--- src/rtl/mips_mem_pkg.sv ---
// Shared types and defaults for the MIPS unified-memory arbiter.
package mips_mem_pkg;

  localparam int unsigned AW_DEF      = 32;
  localparam int unsigned DW_DEF      = 32;
  localparam int unsigned TIMEOUT_DEF = 64;

  typedef enum logic [1:0] {
    IDLE = 2'd0,
    BUSY = 2'd1,
    DONE = 2'd2
  } state_e;

  typedef enum logic {
    GNT_IF = 1'b0,
    GNT_D  = 1'b1
  } grant_e;

endpackage

--- src/rtl/mips_rr_arb2.sv ---
// Two-requester round-robin picker; remembers the last winner.
module mips_rr_arb2
  import mips_mem_pkg::*;
(
  input  logic clk,
  input  logic rst,
  input  logic req_if,
  input  logic req_d,
  input  logic en,
  output logic gnt_valid_c,
  output logic gnt_d_c
);

  grant_e last_grant_q;
  grant_e last_grant_d;
  grant_e gnt;

  always_comb begin
    gnt_valid_c  = req_if | req_d;
    gnt          = GNT_IF;
    last_grant_d = last_grant_q;
    // On contention the requester that did not win last time goes first
    if (req_if && req_d) begin
      gnt = (last_grant_q == GNT_D) ? GNT_IF : GNT_D;
    end else if (req_d) begin
      gnt = GNT_D;
    end
    if (en && gnt_valid_c) begin
      last_grant_d = gnt;
    end
    gnt_d_c = (gnt == GNT_D);
  end

  always_ff @(posedge clk or negedge rst) begin
    if (!rst) begin
      last_grant_q <= GNT_D;
    end else begin
      last_grant_q <= last_grant_d;
    end
  end

endmodule

--- src/rtl/mips_mem_arbiter.sv ---
// Arbitrates fetch and load/store requesters onto one single-port memory
// with a req/ack handshake, completion pulses and a sticky timeout flag.
module mips_mem_arbiter
  import mips_mem_pkg::*;
#(
  parameter int unsigned AW      = AW_DEF,
  parameter int unsigned DW      = DW_DEF,
  parameter int unsigned TIMEOUT = TIMEOUT_DEF
) (
  input  logic          clk,
  input  logic          rst,
  input  logic          if_req,
  input  logic [AW-1:0] if_addr,
  output logic          if_valid,
  output logic [DW-1:0] if_rdata,
  input  logic          d_req,
  input  logic          d_we,
  input  logic          d_byte,
  input  logic [AW-1:0] d_addr,
  input  logic [DW-1:0] d_wdata,
  output logic          d_valid,
  output logic [DW-1:0] d_rdata,
  output logic          mem_req,
  output logic          mem_we,
  output logic          mem_byte,
  output logic [AW-1:0] mem_addr,
  output logic [DW-1:0] mem_wdata,
  input  logic          mem_ack,
  input  logic [DW-1:0] mem_rdata,
  output logic          stall,
  output logic          timeout_err
);

  localparam int unsigned CW = (TIMEOUT > 2) ? $clog2(TIMEOUT) : 1;

  state_e        state_q,       state_d;
  logic [CW-1:0] cnt_q,         cnt_d;
  logic          gnt_d_q,       gnt_d_d;
  logic          mem_req_q,     mem_req_d;
  logic          mem_we_q,      mem_we_d;
  logic          mem_byte_q,    mem_byte_d;
  logic [AW-1:0] mem_addr_q,    mem_addr_d;
  logic [DW-1:0] mem_wdata_q,   mem_wdata_d;
  logic          if_valid_q,    if_valid_d;
  logic [DW-1:0] if_rdata_q,    if_rdata_d;
  logic          d_valid_q,     d_valid_d;
  logic [DW-1:0] d_rdata_q,     d_rdata_d;
  logic          timeout_err_q, timeout_err_d;

  logic          arb_en_c;
  logic          arb_valid_c;
  logic          arb_gnt_d_c;
  logic          finish_c;
  logic [DW-1:0] cap_c;

  assign arb_en_c = (state_q == IDLE);

  mips_rr_arb2 u_arb (
    .clk         (clk),
    .rst         (rst),
    .req_if      (if_req),
    .req_d       (d_req),
    .en          (arb_en_c),
    .gnt_valid_c (arb_valid_c),
    .gnt_d_c     (arb_gnt_d_c)
  );

  // Next-state and registered-output logic
  always_comb begin
    state_d       = state_q;
    cnt_d         = cnt_q;
    gnt_d_d       = gnt_d_q;
    mem_req_d     = mem_req_q;
    mem_we_d      = mem_we_q;
    mem_byte_d    = mem_byte_q;
    mem_addr_d    = mem_addr_q;
    mem_wdata_d   = mem_wdata_q;
    if_valid_d    = 1'b0;
    if_rdata_d    = if_rdata_q;
    d_valid_d     = 1'b0;
    d_rdata_d     = d_rdata_q;
    timeout_err_d = timeout_err_q;
    finish_c      = 1'b0;
    cap_c         = '0;

    unique case (state_q)
      IDLE: begin
        cnt_d = '0;
        if (arb_valid_c) begin
          gnt_d_d   = arb_gnt_d_c;
          mem_req_d = 1'b1;
          state_d   = BUSY;
          if (arb_gnt_d_c) begin
            mem_we_d    = d_we;
            mem_byte_d  = d_byte;
            mem_addr_d  = d_addr;
            mem_wdata_d = d_wdata;
          end else begin
            mem_we_d    = 1'b0;
            mem_byte_d  = 1'b0;
            mem_addr_d  = if_addr;
            mem_wdata_d = '0;
          end
        end
      end

      BUSY: begin
        cnt_d = cnt_q + CW'(1);
        // An ack in the final allowed cycle beats the timeout
        if (mem_ack) begin
          finish_c = 1'b1;
          cap_c    = mem_we_q ? '0 : mem_rdata;
        end else if (cnt_q == CW'(TIMEOUT - 1)) begin
          finish_c      = 1'b1;
          timeout_err_d = 1'b1;
        end
        if (finish_c) begin
          cnt_d     = cnt_q;
          mem_req_d = 1'b0;
          state_d   = DONE;
          if (gnt_d_q) begin
            d_valid_d = 1'b1;
            d_rdata_d = cap_c;
          end else begin
            if_valid_d = 1'b1;
            if_rdata_d = cap_c;
          end
        end
      end

      DONE: begin
        cnt_d   = '0;
        state_d = IDLE;
      end

      default: begin
        cnt_d     = '0;
        mem_req_d = 1'b0;
        state_d   = IDLE;
      end
    endcase
  end

  always_ff @(posedge clk or negedge rst) begin
    if (!rst) begin
      state_q       <= IDLE;
      cnt_q         <= '0;
      gnt_d_q       <= 1'b0;
      mem_req_q     <= 1'b0;
      mem_we_q      <= 1'b0;
      mem_byte_q    <= 1'b0;
      mem_addr_q    <= '0;
      mem_wdata_q   <= '0;
      if_valid_q    <= 1'b0;
      if_rdata_q    <= '0;
      d_valid_q     <= 1'b0;
      d_rdata_q     <= '0;
      timeout_err_q <= 1'b0;
    end else begin
      state_q       <= state_d;
      cnt_q         <= cnt_d;
      gnt_d_q       <= gnt_d_d;
      mem_req_q     <= mem_req_d;
      mem_we_q      <= mem_we_d;
      mem_byte_q    <= mem_byte_d;
      mem_addr_q    <= mem_addr_d;
      mem_wdata_q   <= mem_wdata_d;
      if_valid_q    <= if_valid_d;
      if_rdata_q    <= if_rdata_d;
      d_valid_q     <= d_valid_d;
      d_rdata_q     <= d_rdata_d;
      timeout_err_q <= timeout_err_d;
    end
  end

  assign if_valid    = if_valid_q;
  assign if_rdata    = if_rdata_q;
  assign d_valid     = d_valid_q;
  assign d_rdata     = d_rdata_q;
  assign mem_req     = mem_req_q;
  assign mem_we      = mem_we_q;
  assign mem_byte    = mem_byte_q;
  assign mem_addr    = mem_addr_q;
  assign mem_wdata   = mem_wdata_q;
  assign timeout_err = timeout_err_q;

  // The pipeline stalls while any requester is still waiting
  assign stall = (if_req & ~if_valid_q) | (d_req & ~d_valid_q);

endmodule

--- config.mk ---
export PLATFORM = sky130hd
export DESIGN_NAME = mips_mem_arbiter
export DESIGN_NICKNAME = d
export VERILOG_FILES = /design/src/rtl/mips_mem_pkg.sv /design/src/rtl/mips_rr_arb2.sv /design/src/rtl/mips_mem_arbiter.sv
export SDC_FILE = /design/constraint.sdc
export NUM_CORES = 1
export LEC_CHECK = 0
export ABC_AREA = 1
export BUFFER_PORTS_ARGS = -buffer_cell sky130_fd_sc_hd__buf_4
export CAP_MARGIN = 5
export CELL_PAD_IN_SITES_DETAIL_PLACEMENT = 0
export CELL_PAD_IN_SITES_GLOBAL_PLACEMENT = 1
export CORE_MARGIN = 2
export CORE_UTILIZATION = 34
export DETAILED_ROUTE_END_ITERATION = 12
export GPL_TIMING_DRIVEN = 0
export HOLD_SLACK_MARGIN = 0.1
export PLACE_DENSITY_LB_ADDON = 0.1
export SYNTH_ARGS = -nofsm -noshare
export SYNTH_HDL_FRONTEND = slang
export SYNTH_SLANG_ARGS = --single-unit
--- constraint.sdc ---
create_clock -name clk -period 1.9 [get_ports clk]
set_input_delay 0.57 -clock clk [delete_from_list [all_inputs] [get_ports clk]]
set_output_delay 0.57 -clock clk [all_outputs]
set_load 0.01 [all_outputs]
==> out/results.tsv <==
metric	value	unit
htree depth	4	
clk sinks	144	
Max rail drop VDD	0.7011	mV
ratio of cells with drive above 1 in the final layout	32.32	%
fill count	1804	
Leakage	5.097	nW
highest clock rate	577.2	MHz
Worst setup EP type	flop	
Setup WS pre-CTS	-103.2	ps
Initial DRC Count	435	
via count	6157	
M2 GR Usage	35.91	%
GRT Util Overall	21.56	%
TritonCTS Buffers	17	
met3 Use GR	5.299	%
CTS tree	yes	
Worst Path Max Fanout	10	
Crit path required time	2210	ps
critical path class	flop to flop	
Seq/Total Area, Yosys	57.09	%
post-DR wirelength/cell	16.37	µm
Top Ports	270	
antenna fix cells	0	
post-layout util	51.23	%
global route hottest layer	met2	
dpl hpwl	15620	µm
PwrDens	1552	nW/µm²
vias in the first global route	6076	
Mapped Area	6314	µm²
Max-Cap Viols	0	
clock period minus worst slack	1732	ps
RSZ-0062 raised after global routing	false	
number of buffers and inverters on the critical path	1	
pin count of the biggest net entering global routing	87	
Post-CTS Setup Repair Bufs	0	
Final Worst Setup Slack	167.5	ps
die area	19680	µm²
Clock Skew	8.093	ps
Critical Path, Cell by Cell	ha_1, nand2_2, o21bai_4, nand3_2, buf_2, nand2_1, nand2_1	
Slew HR	60.38	%
DRC	0	
PortBufs	269	
Max stage delay on crit path	400	ps
GR Util met1	28.34	%
Final Hold Vio Count	0	
syn avg cell area	8.373	µm²
period utilization	91.18	%
library cells used by synthesis	26	
Die Width	140.3	µm
Final ANT Viol Nets	0	
Yosys reg bits	144	
initial antenna violation count	0	
Non-Filler Instances	1284	
Core Box Area	18090	µm²
grt ovf	0	
hold_ws	122.6	ps
Mapped Cells	754	
Post-Synthesis Net Count	890	
RR Startpoint	cnt_q[0]	
Tightest Hold Check Type	input port to asynchronous set/reset pin	
cell mode on critical path	nand2_1	
outcome	finished clean	
Pre-antenna DRT Iters	5	
via/cell ratio	4.795	
Worst Setup SP	cnt_q[0]	
# setup viols final	0	
RePlAce Congestion	0.7971	
Largest delay share family, worst path	simple AND/OR/NAND/NOR gates	
Clock Tree Root	clkbuf_16	
Layout Nets	1179	
Area growth syn-to-layout	46.77	%
startpoint types	flop	
transition time at the pin with the least slew margin	594.4	ps
Final Slew Violations	0	
placed cells	1253	
Clock transition at path regs	60	ps
CP max stage cell	dfrtp_1	
Total Wirelength	21020	µm
Clk Latency, worst-skew pair	410	ps
cell row count	49	
synth warn	0	
initial core utilization	34.91	%
first-pass GRT wire length	33530	µm
Worst Path Arrival	2040	ps
height of the chip	140.3	µm
clk buf depth	2	
-- metrics by stage --
step           setup TNS, ps  instance area, µm²  total power, mW
2_1_floorplan              0                6314            7.818
3_3_place_gp          -75160                8620            10.98
3_5_place_dp           -2923                8651            11.04
4_1_cts                    0                9261            14.53
5_1_grt                    0                9266            15.35
6_report                   0                9266            14.38
-- synthesized netlist by cell type, drive strengths merged --
library cell	number	share of area, %
dfstp	1	0.42
xnor2	1	0.14
or2	1	0.099
a21oi	3	0.24
o22ai	1	0.099
inv	49	2.9
nand3	43	3.6
clkbuf	20	1.2
o21bai	1	0.30
o21ai	69	5.5
dfrtp	143	57
clkinv	1	0.059
nor2	73	4.4
nand2	243	14
ha	1	0.20
a31o	1	0.14
nand4	68	6.7
buf	35	2.9
-- layout by cell type, fill, tap and decap left out, drive strengths merged, types with 2 or more instances in the layout --
| cell | count |
|---|---|
| dfrtp | 143 |
| clkbuf | 44 |
| clkinvlp | 4 |
| nand4 | 68 |
| nand2 | 243 |
| a21oi | 3 |
| nand3 | 43 |
| inv | 50 |
| nor2 | 73 |
| o21ai | 69 |
| bufinv | 2 |
| buf | 305 |
-- cell type report --
type                    count  area, µm²  area share [%]
flip-flops and latches    144       3605           38.90
multi-input cells         505       2271           24.51
repair buffers            270       2051           22.13
clock buffers              24      511.7           5.523
well taps                 229      286.5           3.092
plain buffers              55      255.2           2.755
inverters                  50      187.7           2.025
clock inverters             7      98.84           1.067
-- path summary, 6_finish.rpt --
path                       slack [ps]  cells past startpoint            end
setup / recovery                  170                      7     d_rdata[6]
hold / removal                    120                      1  mem_wdata[30]
setup reg to reg                  170                      7     d_rdata[6]
hold reg to reg                   470                      2     d_rdata[3]
max in group asynchronous         940                      2        gnt_d_q
min in group clk                  380                      3  mem_wdata[10]
-- logic make-up (layout without fill, tap and decap cells) --
| family | count (synthesis) | after routing | share of synthesized area (%) |
|---|---|---|---|
| compound gates | 75 | 75 | 6.243 |
| fa+ha+maj | 1 | 1 | 0.1981 |
| xor+xnor | 1 | 1 | 0.1387 |
| flops | 144 | 144 | 57.09 |
| buf+inv | 105 | 406 | 7.015 |
| simple gates | 428 | 428 | 29.31 |
-- per-layer routing --
layer  wire (µm)  share of wire [%]
met1        9325                 44
met2       10110                 48
met3        1421                6.8
met4         164               0.78
met5           0                  0
-- registers in the layout (all words and copies together), names as in the netlist --
name                count
mem_byte                1
mem_addr               32
u_arb.last_grant_q      1
mem_req                 1
gnt_d_q                 1
mem_wdata              32
cnt_q                   6
d_valid                 1
timeout_err             1
d_rdata                32
state_q                 2
mem_we                  1
if_rdata               32
if_valid                1
-- report_power, final --
| group | switching [mW] | internal, mW |
|---|---|---|
| combinational | 3.41 | 2.51 |
| clock | 1.30 | 2.14 |
| sequential | 0.706 | 4.31 |
-- what timing repair did --
| item | in CTS | in global routing |
|---|---|---|
| setup endpoints to repair | 0 | 36 |
| endpoints found under the hold margin | 0 | 0 |
| hold buffers | 0 | 0 |
| gates resized for setup | 0 | 1 |
Note: power is estimated with default switching activity, not from simulation.
